File: src/rtl/fetch_unit.sv
// -----------------------------------------------------------------------------
// fetch_unit -- RV32I instruction fetch stage
//
// Owns the PC, issues word fetches to instruction memory over a req/gnt/rvalid
// interface, buffers returned words in an in-order queue and presents the head
// instruction, its opcode and its PC to decode with a valid/ready handshake.
// A REDIRECT (taken branch / jump) flushes the queue and discards every
// response still outstanding at that moment.
//
// Parameters
//   RESET_PC  first PC fetched after reset (word aligned)
//   QDEPTH    queue entries (power of 2, >= 2); also the maximum number of
//             words that may be queued plus in flight
//
// Ports
//   CLK, RST                       clock, synchronous active-high reset
//   IMEM_REQ / IMEM_ADDR (out)     fetch request and its word-aligned address
//   IMEM_GNT (in)                  memory accepts the request this cycle
//   IMEM_RVALID / IMEM_RDATA (in)  in-order read response
//   REDIRECT / REDIRECT_PC (in)    branch/jump target from downstream
//   INSTR_VALID (out) / INSTR_READY (in)  decode handshake on the queue head
//   INSTR, OP, INSTR_PC, INSTR_PCPLUS4 (out)  head instruction (NOP when idle)
//
// Optional feature (macro FETCH_ALIGN_CHECK_EN)
//   Defined: a redirect target with non-zero bits [1:0] sets the sticky
//   output FETCH_MISALIGN and blocks further fetching until reset.
//   Undefined: the port is absent and target bits [1:0] are forced to 00.
// -----------------------------------------------------------------------------
module fetch_unit #(
  parameter logic [31:0] RESET_PC = 32'h0000_0000,
  parameter int          QDEPTH   = 2
) (
  input  logic        CLK,
  input  logic        RST,
  output logic        IMEM_REQ,
  output logic [31:0] IMEM_ADDR,
  input  logic        IMEM_GNT,
  input  logic        IMEM_RVALID,
  input  logic [31:0] IMEM_RDATA,
  input  logic        REDIRECT,
  input  logic [31:0] REDIRECT_PC,
  output logic        INSTR_VALID,
  input  logic        INSTR_READY,
  output logic [31:0] INSTR,
  output logic [6:0]  OP,
  output logic [31:0] INSTR_PC,
  output logic [31:0] INSTR_PCPLUS4
`ifdef FETCH_ALIGN_CHECK_EN
  ,
  output logic        FETCH_MISALIGN
`endif
);

  localparam int          PW  = (QDEPTH > 1) ? $clog2(QDEPTH) : 1;
  localparam int          CW  = $clog2(QDEPTH + 1);
  localparam logic [31:0] NOP = 32'h0000_0013;

  // Control state
  logic [31:0]   pc_q, pc_d;
  logic [CW-1:0] occ_q, occ_d;
  logic [CW-1:0] inflight_q, inflight_d;
  logic [CW-1:0] drop_q, drop_d;
  logic [PW-1:0] rd_ptr_q, rd_ptr_d;
  logic [PW-1:0] wr_ptr_q, wr_ptr_d;

  // Queue storage (data only, never reset; gated by occupancy on the outputs)
  logic [31:0] qdata_q [QDEPTH];
  logic [31:0] qpc_q   [QDEPTH];

  logic          pop_w;
  logic          push_w;
  logic          grant_w;
  logic          fetch_blocked_w;
  logic [CW:0]   used_w;
  logic [31:0]   redirect_pc_w;
  logic [31:0]   resp_pc_w;

`ifdef FETCH_ALIGN_CHECK_EN
  logic misalign_q;

  always_ff @(posedge CLK) begin
    if (RST) begin
      misalign_q <= 1'b0;
    end else if (REDIRECT && (REDIRECT_PC[1:0] != 2'b00)) begin
      misalign_q <= 1'b1;
    end
  end

  assign fetch_blocked_w = misalign_q;
  assign FETCH_MISALIGN  = misalign_q;
`else
  // Target bits [1:0] are deliberately ignored in this build.
  logic unused_pc_lo_w;
  assign unused_pc_lo_w  = ^REDIRECT_PC[1:0];
  assign fetch_blocked_w = 1'b0;
`endif

  assign redirect_pc_w = {REDIRECT_PC[31:2], 2'b00};

  // Handshake and credit. A word may only be requested if, after this
  // cycle's pop, queued + outstanding words still leave room for it.
  assign INSTR_VALID = !RST && (occ_q != '0);
  assign pop_w       = INSTR_VALID && INSTR_READY;
  assign used_w      = (CW+1)'(occ_q) + (CW+1)'(inflight_q) - (CW+1)'(pop_w);
  assign IMEM_REQ    = !RST && !REDIRECT && !fetch_blocked_w
                       && (used_w < (CW+1)'(QDEPTH));
  assign IMEM_ADDR   = RST ? RESET_PC : pc_q;
  assign grant_w     = IMEM_REQ && IMEM_GNT;

  // A response is kept only when nothing is left to discard and no redirect
  // is flushing this cycle.
  assign push_w = IMEM_RVALID && !REDIRECT && (drop_q == '0);

  // Responses return in order, so the kept ones still outstanding are the
  // last (inflight - drop) granted addresses, ending just below pc_q.
  assign resp_pc_w = pc_q - (32'(inflight_q - drop_q) << 2);

  always_comb begin
    pc_d       = pc_q;
    occ_d      = occ_q;
    rd_ptr_d   = rd_ptr_q;
    wr_ptr_d   = wr_ptr_q;
    inflight_d = inflight_q + CW'(grant_w) - CW'(IMEM_RVALID);
    drop_d     = drop_q;

    if (REDIRECT) begin
      // No grant can happen now, so everything still outstanding after this
      // cycle's response is wrong-path and must be discarded.
      pc_d     = redirect_pc_w;
      occ_d    = '0;
      rd_ptr_d = '0;
      wr_ptr_d = '0;
      drop_d   = inflight_d;
    end else begin
      if (grant_w) begin
        pc_d = pc_q + 32'd4;
      end
      if (IMEM_RVALID && (drop_q != '0)) begin
        drop_d = drop_q - CW'(1);
      end
      if (push_w) begin
        wr_ptr_d = wr_ptr_q + PW'(1);
      end
      if (pop_w) begin
        rd_ptr_d = rd_ptr_q + PW'(1);
      end
      occ_d = occ_q + CW'(push_w) - CW'(pop_w);
    end
  end

  always_ff @(posedge CLK) begin
    if (RST) begin
      pc_q       <= RESET_PC;
      occ_q      <= '0;
      inflight_q <= '0;
      drop_q     <= '0;
      rd_ptr_q   <= '0;
      wr_ptr_q   <= '0;
    end else begin
      pc_q       <= pc_d;
      occ_q      <= occ_d;
      inflight_q <= inflight_d;
      drop_q     <= drop_d;
      rd_ptr_q   <= rd_ptr_d;
      wr_ptr_q   <= wr_ptr_d;
    end
  end

  always_ff @(posedge CLK) begin
    if (push_w) begin
      qdata_q[wr_ptr_q] <= IMEM_RDATA;
      qpc_q[wr_ptr_q]   <= resp_pc_w;
    end
  end

  // Credit accounting must make a write into a full queue impossible.
  always_ff @(posedge CLK) begin
    if (!RST && push_w && !pop_w) begin
      assert (occ_q < CW'(QDEPTH));
    end
  end

  assign INSTR         = INSTR_VALID ? qdata_q[rd_ptr_q] : NOP;
  assign OP            = INSTR[6:0];
  assign INSTR_PC      = INSTR_VALID ? qpc_q[rd_ptr_q] : 32'h0;
  assign INSTR_PCPLUS4 = INSTR_PC + 32'd4;

endmodule

File: config.mk
export PLATFORM = sky130hd
export DESIGN_NAME = fetch_unit
export DESIGN_NICKNAME = d
export VERILOG_FILES = /design/src/rtl/fetch_unit.sv
export SDC_FILE = /design/constraint.sdc
export NUM_CORES = 1
export LEC_CHECK = 0
export CAP_MARGIN = 20
export CORE_MARGIN = 5
export CORE_UTILIZATION = 30
export DETAILED_ROUTE_END_ITERATION = 6
export GPL_TIMING_DRIVEN = 0
export RECOVER_POWER = 100
export SLEW_MARGIN = 0
export SYNTH_ARGS = -nofsm -noshare
export SYNTH_HDL_FRONTEND = slang
export SYNTH_SLANG_ARGS = --single-unit
File: constraint.sdc
create_clock -name CLK -period 5.8 [get_ports CLK]
set_input_delay 0.58 -clock CLK [delete_from_list [all_inputs] [get_ports CLK]]
set_output_delay 0.58 -clock CLK [all_outputs]
set_load 0.1 [all_outputs]
==> run summary, run 1 <==
## Run status
• **run status** finished, violations left
• **violated checks** max-capacitance violations, max-slew violations

## Clock network
• **CTS tree** yes
• **CTS clock-pin slew for the worst setup and hold paths** 0.07 ns
• **cell at the root of the clock tree** sky130_fd_sc_hd__clkbuf_16
• **Clock H-tree levels** 4
• **worst-case clock buffer depth** 2
• **post-CTS setup buffers** 0
• **number of buffers added to fix hold violations after cts** 0
• **number of clock buffers inserted by TritonCTS** 17
• **Sink Count** 163
• **Clk Latency, worst-skew pair** 0.43 ns

## Placement
• **port buffer count** 196
• **Worst Setup Slack post-DPL** -0.00397 ns
• **DP HPWL** 20.7 mm
• **placer congestion estimate** 0.845

## Synthesis
• **number of storage elements in the synthesis netlist** 163
• **total standard cell area after synthesis** 9400 sq um
• **yosys warns** 0
• **count of flip-flops with a built-in enable after synthesis** 124
• **Post-Synthesis Mean Instance Area** 10.2 sq um
• **async set-reset flop share out of synthesis** 0%
• **register area share after synthesis** 47.9%
• **cell count after synthesis** 922
• **Netlist cell types** 66
• **predominant post-synthesis flop cell** sky130_fd_sc_hd__edfxtp_1

## Drt
• **number of optimization iterations in the first detailed-route pass** 5
• **total number of vias** 7586
• **Avg WL per Cell** 17.4 microns
• **Avg Vias per Cell** 4.88
• **antenna violation net count after detailed routing** 0
• **initial DRC count** 505
• **total wirelength of the detailed-routed design** 27.1 mm
• **final routed DRC violation total** 0

## Critical path
• **number of buffers and inverters on the critical path** 7
• **series of cell instances along the critical path** buf_6 -> buf_6 -> buf_2 -> buf_4 -> clkbuf_2 -> buf_4 -> mux2i_1 -> nor2_4 -> ha_1 -> and3b_1 -> nand4_2 -> nor3_1 -> xor2_1 -> dlygate4sd3_1
• **critical path data arrival time** 4.89 ns
• **startpoint types** register
• **worst setup path endpoint** INSTR_PCPLUS4[20]
• **kind of cell with the highest combined delay on the critical path** buffers and inverters
• **longest individual stage delay on the worst path** 1.25 ns
• **count of cells along the worst register-to-register path** 18
• **FF-to-FF End** drop_q[1]
• **data required time of the critical path** 5.22 ns
• **CP max FO** 10
• **cell with the biggest individual delay on the critical path** sky130_fd_sc_hd__dlygate4sd3_1
• **Worst path depth** 14
• **worst reg2reg setup slack** 1.16 ns
• **Worst setup EP type** output pin
• **start of the worst register-to-register path** occ_q[0]
• **critical path class** register to output pin

## Power and ir drop
• **Total Power** 0.00407 W
• **peak supply drop** 0.242 mV
• **switching power as a share of total power** 37.5%
• **power dissipated by switching net loads** 0.00152 W
• **clock group share of total power** 27.2%
• **cell-internal power** 0.00254 W
• **areal power density over the cells** 326 nW/um^2
• **leakage power** 4.73 nW
• **part of the power in combinational logic** 35.1%
• **portion of total power attributed to sequential cells** 37.7%

## Timing
• **number of failing hold endpoints at the final stage** 0
• **slew at the pin closest to its max-slew limit** 1.79 ns
• **portion of the clock cycle consumed by the worst path in the final layout** 94.4%
• **unrepaired setup endpoints after global routing** no
• **worst clock skew on the final layout** 0.0102 ns
• **least setup slack across all paths after layout** 0.327 ns
• **setup-violating endpoint count in the final report** 0
• **max-slew violation count** 125
• **Max-slew headroom** -19.3%
• **maximum clock rate** 183 MHz
• **post-layout min period** 5.47 ns

## Global routing
• **antenna violations before repair** 0
• **pin count of the biggest net entering global routing** 32
• **wire length of the first global-routing pass** 42.5 mm
• **All-Layer GR Usage** 15.2%
• **number of global-route vias before repair** 7597
• **total congestion overflow after global routing** 0

## Floorplan
• **die boundary width** 187 microns
• **ports placed on the boundary** 207
• **die boundary height** 187 microns
• **number of rows in the core area** 64
• **starting utilization of the core area** 30.6%
• **Core Box Area** 30700 sq um
• **total die area** 35000 sq um

## Cells and area
• **area grow syn2layout** 32.6%
• **final core area utilization** 40.5%
• **Antenna Cells** 0
• **leading cell type in the layout, fill and taps excluded** sky130_fd_sc_hd__dlygate4sd3_1
• **area taken by multi-input logic gates** 4510 sq um
• **fill cell count** 3020
• **top library cells by usage in the layout, fill and taps aside** 158 x sky130_fd_sc_hd__dlygate4sd3_1, 124 x sky130_fd_sc_hd__edfxtp_1, 111 x sky130_fd_sc_hd__nor2_1, 70 x sky130_fd_sc_hd__a21oi_1, 55 x sky130_fd_sc_hd__mux2i_1
• **final-stage net count** 1257
• **area taken by flip-flops and latches** 4500 sq um
• **fraction of layout instances using a drive strength above 1** 6.72%

## Job
• **number of max-capacitance violations reported** 4

## Hold path
• **type of the most critical hold path** register to register

[cells in the mapped netlist, drive strengths merged, types with 4 or more instances]
| master | instances | area share, % |
|---|---|---|
| clkbuf | 26 | 1.0 |
| nand3 | 28 | 1.5 |
| nor2b | 32 | 2.1 |
| inv | 35 | 1.4 |
| o21ai | 43 | 2.3 |
| dfxtp | 39 | 8.3 |
| a21o | 11 | 0.88 |
| and3 | 9 | 0.60 |
| o21bai | 10 | 0.92 |
| nand2 | 53 | 2.1 |
| buf | 26 | 2.0 |
| o21a | 5 | 0.40 |
| xnor2 | 44 | 4.1 |
| ha | 37 | 4.9 |
| edfxtp | 124 | 40 |
| nand4 | 9 | 0.67 |
| nor3 | 23 | 1.3 |
| mux2i | 56 | 6.0 |
| xor2 | 24 | 2.2 |
| a211oi | 6 | 0.48 |
| nand3b | 5 | 0.40 |
| or3 | 6 | 0.40 |
| nor2 | 112 | 4.5 |
| a31oi | 10 | 0.67 |
| nor4 | 9 | 0.76 |
| nand4b | 4 | 0.44 |
| and2 | 11 | 0.73 |
| mux2 | 10 | 1.2 |
| a21oi | 70 | 3.7 |
| o211ai | 4 | 0.32 |
[what timing repair did]
item	CTS	global route
gates cloned	0	0
gates resized for setup	7	6
endpoints found under the setup margin	4	4
[flip-flops by register name, indices dropped and copies added, names as in the netlist, named ones only]
| register | count |
|---|---|
| rd_ptr_q | 1 |
| pc_q | 30 |
| qdata_q | 64 |
| qpc_q | 60 |
| drop_q | 2 |
| wr_ptr_q | 1 |
| occ_q | 2 |
| inflight_q | 2 |
[per-layer routing]
metal | GRT usage, % | vias to the layer above | part of all wire [%]
li1 | - | 3777 | -
met1 | 21.5 | 3528 | 49
met4 | 2.47 | 0 | 0.81
met3 | 3.77 | 21 | 5.4
met2 | 24.0 | 260 | 44
met5 | 0 | - | 0
[worst min-delay path by stage]
stage | startpoint | to | slack, ns | cells past startpoint
after floorplan | pc_q[9] | pc_q[9] | 0.49 | 2
after global placement | pc_q[26] | pc_q[26] | 0.54 | 2
after detailed placement | pc_q[26] | pc_q[26] | 0.54 | 2
after CTS | pc_q[26] | pc_q[26] | 0.55 | 2
after global routing | pc_q[6] | pc_q[6] | 0.58 | 2
final | pc_q[29] | pc_q[29] | 0.56 | 2
[per-stage QoR]
stage | std cells | instance area, sq um | TNS [ns] | hold WS (ns)
final | 1556 | 12500 | 0 | 0.558
after floorplan | 927 | 9440 | 0 | 0.487
after global routing | 1556 | 12500 | 0 | 0.579
after CTS | 1555 | 12600 | 0 | 0.553
after global placement | 1519 | 11900 | -54.43 | 0.541
after detailed placement | 1523 | 12000 | -0.00397 | 0.542
[final cells by class]
cell class	count	share of cell area (%)
Sequential cell	163	36.1
Multi-Input combinational cell	677	36.2
Tap cell	396	3.98
Inverter	35	1.08
Clock inverter	15	1.16
Clock buffer	17	3.41
Buffer	52	2.32
Timing Repair Buffer	201	15.7
[power groups by stage]
stage,clock (W),combinational [W],sequential [W]
floorplan,0,0.00108,0.00154
global placement,0,0.00141,0.00156
detailed placement,0,0.00144,0.00156
finish,0.00111,0.00143,0.00153
global route,0.00118,0.00157,0.00154
CTS,0.00113,0.00145,0.00153
[worst register-to-register path, cell delays in order, from the launching register on]
cell and delay (ns):
sky130_fd_sc_hd__dfxtp_1 0.35, sky130_fd_sc_hd__o21bai_4 0.29, sky130_fd_sc_hd__inv_1 0.25, sky130_fd_sc_hd__clkbuf_1 0.33, sky130_fd_sc_hd__nand2_1 0.24, sky130_fd_sc_hd__nor2_1 0.08
sky130_fd_sc_hd__fa_1 0.40, sky130_fd_sc_hd__xor2_1 0.15, sky130_fd_sc_hd__and3_1 0.18, sky130_fd_sc_hd__and2_0 0.22, sky130_fd_sc_hd__clkbuf_1 0.43, sky130_fd_sc_hd__inv_1 0.27
sky130_fd_sc_hd__clkbuf_1 0.33, sky130_fd_sc_hd__ha_1 0.37, sky130_fd_sc_hd__inv_1 0.04, sky130_fd_sc_hd__ha_1 0.17, sky130_fd_sc_hd__xnor2_1 0.14, sky130_fd_sc_hd__nor2_1 0.06
sky130_fd_sc_hd__a22o_1 0.24
[cell families (layout without fill, tap and decap cells)]
family	Yosys count	in the layout	share of synthesized area, %
buf+inv	87	320	4.42
simple gates	316	316	16.8
compound gates	181	181	11.8
other cells	1	6	0.0399
mux	66	66	7.20
fa+ha+maj	40	40	5.56
xor+xnor	68	68	6.34
flops	163	163	47.9
Power figures use the tool's default switching activity.
==> inputs of run 2 (changes only) <==
==> constraint.sdc (replaced) <==
create_clock -name CLK -period 5.8 [get_ports CLK]
set_input_delay 1.16 -clock CLK [delete_from_list [all_inputs] [get_ports CLK]]
set_output_delay 1.16 -clock CLK [all_outputs]
set_load 0.1 [all_outputs]
==> run 2 against run 1 <==
Largest power group unchanged. Non-clock buffer count shrank 2. Critical endpoint is now INSTR_PCPLUS4[15]. Largest cell class unchanged. Routed wire length shrank 2.6%. The flow now finishes without violations. Worst hold slack gained 0.0011 ns. First-iteration DRC count grew 0.59%. Sequential power is essentially flat. Final area grew 0.82%. Fmax shrank 1.6%. Clock-buffer cell count grew 2. Total power shrank 0.34%. Utilization grew 0.33 points.
==> run summary, run 2 (synthesized netlist as in run 1, its figures left out) <==
## Critical path
• **CP max FO** 7, was 10
• **critical path class** input pin to output pin, was register to output pin
• **cell with the biggest individual delay on the critical path** sky130_fd_sc_hd__dlygate4sd3_1, unchanged
• **data required time of the critical path** 4.64 ns, was 5.22 ns
• **Worst setup EP type** output pin, unchanged
• **startpoint types** input pin, was register
• **worst reg2reg setup slack** 1.13 ns, was 1.16 ns
• **critical path data arrival time** 4.40 ns, was 4.89 ns
• **series of cell instances along the critical path** clkbuf_8 -> o21bai_4 -> a2111oi_0 -> and3_1 -> buf_2 -> nand3_1 -> nor2_1 -> xor2_2 -> dlygate4sd3_1, was buf_6 -> buf_6 -> buf_2 -> buf_4 -> clkbuf_2 -> buf_4 -> mux2i_1 -> nor2_4 -> ha_1 -> and3b_1 -> nand4_2 -> nor3_1 -> xor2_1 -> dlygate4sd3_1
• **longest individual stage delay on the worst path** 1.24 ns, was 1.25 ns

## Placement
• **Worst Setup Slack post-DPL** -0.850 ns, was -0.00397 ns
• **DP HPWL** 20.8 mm, was 20.7 mm
• **port buffer count** 196, unchanged
• **placer congestion estimate** 0.841, was 0.845

## Clock network
• **worst-case clock buffer depth** 2, unchanged
• **Sink Count** 163, unchanged
• **number of clock buffers inserted by TritonCTS** 17, unchanged
• **cell at the root of the clock tree** sky130_fd_sc_hd__clkbuf_16, unchanged
• **Clock H-tree levels** 4, unchanged
• **post-CTS setup buffers** 0, unchanged
• **CTS tree** yes, unchanged
• **CTS clock-pin slew for the worst setup and hold paths** 0.07 ns, about the same
• **Clk Latency, worst-skew pair** 0.43 ns, about the same

## Drt
• **final routed DRC violation total** 0, unchanged
• **Avg Vias per Cell** 4.88, about the same
• **initial DRC count** 508, was 505
• **number of optimization iterations in the first detailed-route pass** 5, unchanged
• **antenna violation net count after detailed routing** 0, unchanged
• **total number of vias** 7577, was 7586
• **total wirelength of the detailed-routed design** 26.4 mm, was 27.1 mm
• **Avg WL per Cell** 17.0 microns, was 17.4 microns

## Timing
• **portion of the clock cycle consumed by the worst path in the final layout** 95.9%, was 94.4%
• **worst clock skew on the final layout** 0.0139 ns, was 0.0102 ns
• **slew at the pin closest to its max-slew limit** 1.45 ns, was 1.79 ns
• **unrepaired setup endpoints after global routing** no, unchanged
• **number of failing hold endpoints at the final stage** 0, unchanged
• **Hold Worst Slack** 0.559 ns, was 0.558 ns
• **max-slew violation count** 0, was 125
• **Max-slew headroom** 2.83%, was -19.3%
• **post-layout min period** 5.56 ns, was 5.47 ns
• **setup-violating endpoint count in the final report** 0, unchanged
• **least setup slack across all paths after layout** 0.238 ns, was 0.327 ns
• **maximum clock rate** 180 MHz, was 183 MHz

## Global routing
• **pin count of the biggest net entering global routing** 29, was 32
• **total congestion overflow after global routing** 0, unchanged
• **antenna violations before repair** 0, unchanged
• **wire length of the first global-routing pass** 41.2 mm, was 42.5 mm
• **number of global-route vias before repair** 7364, was 7597
• **All-Layer GR Usage** 14.7%, was 15.2%

## Cells and area
• **leading cell type in the layout, fill and taps excluded** sky130_fd_sc_hd__dlygate4sd3_1, unchanged
• **flip-flop count of the largest register, all copies and words added** 64, unchanged
• **final-stage net count** 1255, was 1257
• **area grow syn2layout** 33.7%, was 32.6%
• **top library cells by usage in the layout, fill and taps aside** 145 x sky130_fd_sc_hd__dlygate4sd3_1, 124 x sky130_fd_sc_hd__edfxtp_1, 107 x sky130_fd_sc_hd__nor2_1, 70 x sky130_fd_sc_hd__a21oi_1, 55 x sky130_fd_sc_hd__mux2i_1, was 158 x sky130_fd_sc_hd__dlygate4sd3_1, 124 x sky130_fd_sc_hd__edfxtp_1, 111 x sky130_fd_sc_hd__nor2_1, 70 x sky130_fd_sc_hd__a21oi_1, 55 x sky130_fd_sc_hd__mux2i_1
• **register bank with the most flops** qdata_q, unchanged
• **Antenna Cells** 0, unchanged
• **fraction of layout instances using a drive strength above 1** 8.72%, was 6.72%
• **largest registers** qdata_q x64, qpc_q x60, pc_q x30, unchanged

## Job
• **number of max-capacitance violations reported** 0, was 4

## Floorplan
• **total die area** 35000 sq um, unchanged
• **die boundary height** 187 microns, unchanged
• **ports placed on the boundary** 207, unchanged
• **die boundary width** 187 microns, unchanged
• **number of rows in the core area** 64, unchanged
• **starting utilization of the core area** 30.6%, unchanged
• **Core Box Area** 30700 sq um, unchanged

## Run status
• **run status** completed, was finished, violations left

## Hold path
• **type of the most critical hold path** register to register, unchanged

## Power and ir drop
• **peak supply drop** 0.224 mV, was 0.242 mV
• **areal power density over the cells** 323 nW/um^2, was 326 nW/um^2
• **leakage power** 4.73 nW, about the same

==> run 2: worst paths after layout <==
path,cells after the start,end,startpoint
worst max-delay path,9,INSTR_PCPLUS4[15],RST
worst min-delay path,2,pc_q[6],pc_q[6]
worst max register to register,18,drop_q[1],occ_q[0]
worst min register to register,2,pc_q[6],pc_q[6]
==> run 2: area by class of cell <==
cell class	instances	area (sq um)
clock buffer	19	433
clock inverter	13	140
timing repair buffer	201	1910
tap	396	495
sequential	163	4500
multi-input combinational	677	4630
buffer	50	317
inverter	35	135
fill	2991	18200
==> run 2: metrics by stage <==
| stage | setup TNS, ns | total power (W) | instance area [sq um] | utilization (%) | std cells |
|---|---|---|---|---|---|
| detailed placement | -5.11 | 0.00300 | 12100 | 39.5 | 1523 |
| global route | 0 | 0.00428 | 12600 | 40.9 | 1554 |
| global placement | -119.25 | 0.00297 | 12100 | 39.2 | 1519 |
| floorplan | -7.20 | 0.00263 | 9600 | - | 927 |
| CTS | 0 | 0.00411 | 12700 | 41.3 | 1554 |
| finish | 0 | 0.00405 | 12600 | 40.9 | 1554 |
==> run 2: critical path: cells and delay by family <==
family / cells / cell delay (ns)
simple gates: 3 / 0.58
xor+xnor: 1 / 0.13
buf+inv: 3 / 1.54
compound gates: 2 / 0.99
==> run 2: power breakdown <==
| group | total [W] | internal (W) | switching, W | leakage [nW] |
|---|---|---|---|---|
| Combinational | 0.00142 | 0.000498 | 0.000925 | 3.01 |
| Clock | 0.00110 | 0.000605 | 0.000493 | 0.266 |
| Sequential | 0.00153 | 0.00148 | 0.0000535 | 1.45 |
==> run 2: repair_timing <==
item                       in CTS  in global routing
hold buffers                    0                  0
gates resized for setup        27                 14
cloned                          0                  0
setup endpoints to repair      18                 10
==> run 2: metal layers <==
layer,GRT usage [%],share of wire (%)
met5,0,0
met1,20.9,49
met2,22.9,44
met3,3.34,5.7
met4,3.13,1.2
==> inputs of run 3 (changes only) <==
--- a/config.mk
+++ b/config.mk
@@ -8,6 +8,7 @@
 export CAP_MARGIN = 20
 export CORE_MARGIN = 5
 export CORE_UTILIZATION = 30
+export CTS_BUF_LIST = sky130_fd_sc_hd__clkbuf_2 sky130_fd_sc_hd__clkbuf_4 sky130_fd_sc_hd__clkbuf_8
 export DETAILED_ROUTE_END_ITERATION = 6
 export GPL_TIMING_DRIVEN = 0
 export RECOVER_POWER = 100
==> run 3 against run 2 <==
Die area unchanged. Final cell count unchanged. Final area decreased by 1.4%. Global-route usage is 0.078 points lower. Total power fell by 6.7%. Non-clock buffer count unchanged. Flip-flop and latch count is the same. Critical path depth unchanged. Fmax is 0.33% lower. Routed wire length about the same. Via count fell by 0.77%. Clock power shrank 25%. Largest power group unchanged. Highest routed layer unchanged.
==> run summary, run 3 (synthesized netlist as in run 1, its figures left out) <==
## Run status
• **run status** completed, unchanged

## Critical path
• **start of the worst register-to-register path** occ_q[0], unchanged
• **critical path data arrival time** 4.42 ns, was 4.40 ns
• **number of buffers and inverters on the critical path** 3, unchanged
• **series of cell instances along the critical path** clkbuf_8 -> o21bai_4 -> a2111oi_0 -> and3_1 -> buf_2 -> nand3_1 -> nor2_1 -> xor2_2 -> dlygate4sd3_1, unchanged
• **worst reg2reg setup slack** 1.16 ns, was 1.13 ns
• **CP max FO** 7, unchanged
• **kind of cell with the highest combined delay on the critical path** buffers and inverters, unchanged
• **cell with the biggest individual delay on the critical path** sky130_fd_sc_hd__dlygate4sd3_1, unchanged
• **longest individual stage delay on the worst path** 1.23 ns, was 1.24 ns
• **data required time of the critical path** 4.64 ns, about the same
• **startpoint types** input pin, unchanged
• **FF-to-FF End** drop_q[1], unchanged
• **critical path class** input pin to output pin, unchanged
• **count of cells along the worst register-to-register path** 18, unchanged
• **Worst setup EP type** output pin, unchanged

## Timing
• **max-slew violation count** 0, unchanged
• **portion of the clock cycle consumed by the worst path in the final layout** 96.2%, was 95.9%
• **summed negative setup slack over all endpoints** 0 ns, unchanged
• **least setup slack across all paths after layout** 0.220 ns, was 0.238 ns
• **number of failing hold endpoints at the final stage** 0, unchanged
• **unrepaired setup endpoints after global routing** no, unchanged
• **Max-slew headroom** 2.94%, was 2.83%
• **setup-violating endpoint count in the final report** 0, unchanged
• **post-layout min period** 5.58 ns, was 5.56 ns
• **slew at the pin closest to its max-slew limit** 1.46 ns, was 1.45 ns
• **maximum clock rate** 179 MHz, was 180 MHz
• **worst clock skew on the final layout** 0.0204 ns, was 0.0139 ns

## Placement
• **port buffer count** 196, unchanged
• **DP HPWL** 20.8 mm, unchanged
• **instance count after placement with tap cells included** 1523, unchanged
• **placer congestion estimate** 0.841, unchanged
• **Worst Setup Slack post-DPL** -0.850 ns, unchanged

## Power and ir drop
• **cell-internal power** 0.00234 W, was 0.00258 W
• **leakage power** 4.65 nW, was 4.73 nW
• **Total Power** 0.00378 W, was 0.00405 W
• **portion of total power attributed to sequential cells** 40.5%, was 37.8%
• **part of the power in combinational logic** 37.7%, was 35.1%
• **clock group share of total power** 21.8%, was 27.1%
• **areal power density over the cells** 305 nW/um^2, was 323 nW/um^2
• **switching power as a share of total power** 38.2%, was 36.3%
• **power dissipated by switching net loads** 0.00144 W, was 0.00147 W
• **peak supply drop** 0.172 mV, was 0.224 mV

## Global routing
• **All-Layer GR Usage** 14.6%, was 14.7%
• **number of global-route vias before repair** 7337, was 7364
• **pin count of the biggest net entering global routing** 29, unchanged
• **antenna violations before repair** 0, unchanged
• **total congestion overflow after global routing** 0, unchanged
• **wire length of the first global-routing pass** 41.0 mm, was 41.2 mm

## Cells and area
• **Antenna Cells** 0, unchanged
• **leading cell type in the layout, fill and taps excluded** sky130_fd_sc_hd__dlygate4sd3_1, unchanged
• **largest registers** qdata_q x64, qpc_q x60, pc_q x30, unchanged
• **Post-Layout Cell Count** 1554, unchanged
• **fill cell count** 3003, was 2991
• **final-stage net count** 1255, unchanged
• **flip-flop count of the largest register, all copies and words added** 64, unchanged
• **fraction of layout instances using a drive strength above 1** 8.89%, was 8.72%
• **top library cells by usage in the layout, fill and taps aside** 146 x sky130_fd_sc_hd__dlygate4sd3_1, 124 x sky130_fd_sc_hd__edfxtp_1, 107 x sky130_fd_sc_hd__nor2_1, 70 x sky130_fd_sc_hd__a21oi_1, 55 x sky130_fd_sc_hd__mux2i_1, was 145 x sky130_fd_sc_hd__dlygate4sd3_1, 124 x sky130_fd_sc_hd__edfxtp_1, 107 x sky130_fd_sc_hd__nor2_1, 70 x sky130_fd_sc_hd__a21oi_1, 55 x sky130_fd_sc_hd__mux2i_1
• **area grow syn2layout** 31.8%, was 33.7%
• **register bank with the most flops** qdata_q, unchanged
• **final core area utilization** 40.3%, was 40.9%

## Floorplan
• **total die area** 35000 sq um, unchanged
• **starting utilization of the core area** 30.6%, unchanged
• **ports placed on the boundary** 207, unchanged
• **number of rows in the core area** 64, unchanged
• **Core Box Area** 30700 sq um, unchanged
• **die boundary width** 187 microns, unchanged
• **die boundary height** 187 microns, unchanged

## Job
• **number of max-capacitance violations reported** 0, unchanged

## Hold path
• **startpoint of the most critical hold path** pc_q[6], unchanged
• **hold endpoint** pc_q[6], unchanged
• **type of the most critical hold path** register to register, unchanged
• **Hold Path Depth** 2, unchanged

## Clock network
• **CTS clock-pin slew for the worst setup and hold paths** 0.09 ns, was 0.07 ns
• **Clock H-tree levels** 4, unchanged
• **Sink Count** 163, unchanged
• **number of clock buffers inserted by TritonCTS** 17, unchanged
• **Clk Latency, worst-skew pair** 0.46 ns, was 0.43 ns
• **worst-case clock buffer depth** 2, unchanged
• **CTS tree** yes, unchanged
• **cell at the root of the clock tree** sky130_fd_sc_hd__clkbuf_8, was sky130_fd_sc_hd__clkbuf_16

## Drt
• **number of optimization iterations in the first detailed-route pass** 7, was 5
• **total number of vias** 7519, was 7577
• **total wirelength of the detailed-routed design** 26.3 mm, was 26.4 mm
• **initial DRC count** 520, was 508
• **final routed DRC violation total** 0, unchanged
• **Avg Vias per Cell** 4.84, was 4.88
• **antenna violation net count after detailed routing** 0, unchanged
• **Avg WL per Cell** 17.0 microns, about the same

[run 3: layout make-up]
type / count / area (sq um) / area share, %
buffer: 50 / 317 / 2.56
clock buffer: 19 / 249 / 2.01
clock inverter: 13 / 140 / 1.13
inverter: 35 / 135 / 1.09
multi-input combinational: 677 / 4630 / 37.4
sequential: 163 / 4500 / 36.4
tap: 396 / 495 / 4.00
timing repair buffer: 201 / 1910 / 15.5
[run 3: how the worst max path moves through the flow]
stage          depth (start not counted)           endpoint  slack [ns]     start
2_1_floorplan                         12  INSTR_PCPLUS4[24]       -0.83       RST
3_3_place_gp                           4     qdata_q[1][10]       -0.93  REDIRECT
3_5_place_dp                          15  INSTR_PCPLUS4[24]       -0.85  register
4_1_cts                               12  INSTR_PCPLUS4[14]        0.01  register
5_1_grt                                9  INSTR_PCPLUS4[15]        0.04       RST
6_report                               9  INSTR_PCPLUS4[15]        0.22       RST
[run 3: what timing repair did]
item	CTS	global route
buffers inserted	0	0
hold endpoints to repair	0	0
gates resized for setup	29	9
hold buffers	0	0
setup endpoints to repair	19	11
[run 3: metal layers]
| layer | GRT usage, % | part of all wire, % |
|---|---|---|
| met1 | 20.9 | 48 |
| met2 | 22.7 | 44 |
| met3 | 3.25 | 6.0 |
| met4 | 3.24 | 1.4 |
| met5 | 0 | 0 |
[run 3: worst register-to-register path, cell delays in order, from the launching register on]
cell and delay, ns:
sky130_fd_sc_hd__dfxtp_1 0.36, sky130_fd_sc_hd__o21bai_4 0.30, sky130_fd_sc_hd__inv_1 0.26, sky130_fd_sc_hd__clkbuf_1 0.33
sky130_fd_sc_hd__nand2_1 0.24, sky130_fd_sc_hd__nor2_1 0.08, sky130_fd_sc_hd__fa_1 0.40, sky130_fd_sc_hd__xor2_1 0.15
sky130_fd_sc_hd__and3_1 0.19, sky130_fd_sc_hd__and2_0 0.21, sky130_fd_sc_hd__clkbuf_1 0.42, sky130_fd_sc_hd__inv_1 0.27
sky130_fd_sc_hd__clkbuf_1 0.32, sky130_fd_sc_hd__ha_1 0.36, sky130_fd_sc_hd__inv_1 0.04, sky130_fd_sc_hd__ha_1 0.18
sky130_fd_sc_hd__xnor2_1 0.15, sky130_fd_sc_hd__nor2_1 0.07, sky130_fd_sc_hd__a22o_1 0.24
[run 3: metrics by stage]
stage                     hold WS (ns)  instance area [sq um]
after global routing             0.590                  12400
final                            0.566                  12400
after CTS                        0.559                  12500
after detailed placement         0.540                  12100
after global placement           0.537                  12100
after floorplan                  0.487                   9600
[run 3: power by group through the flow]
stage                     logic [W]  registers (W)  clock network [W]
after detailed placement    0.00144        0.00155                  0
after CTS                   0.00145        0.00153           0.000847
final                       0.00143        0.00153           0.000825
after floorplan             0.00108        0.00154                  0
after global routing        0.00156        0.00154           0.000895
after global placement      0.00141        0.00156                  0
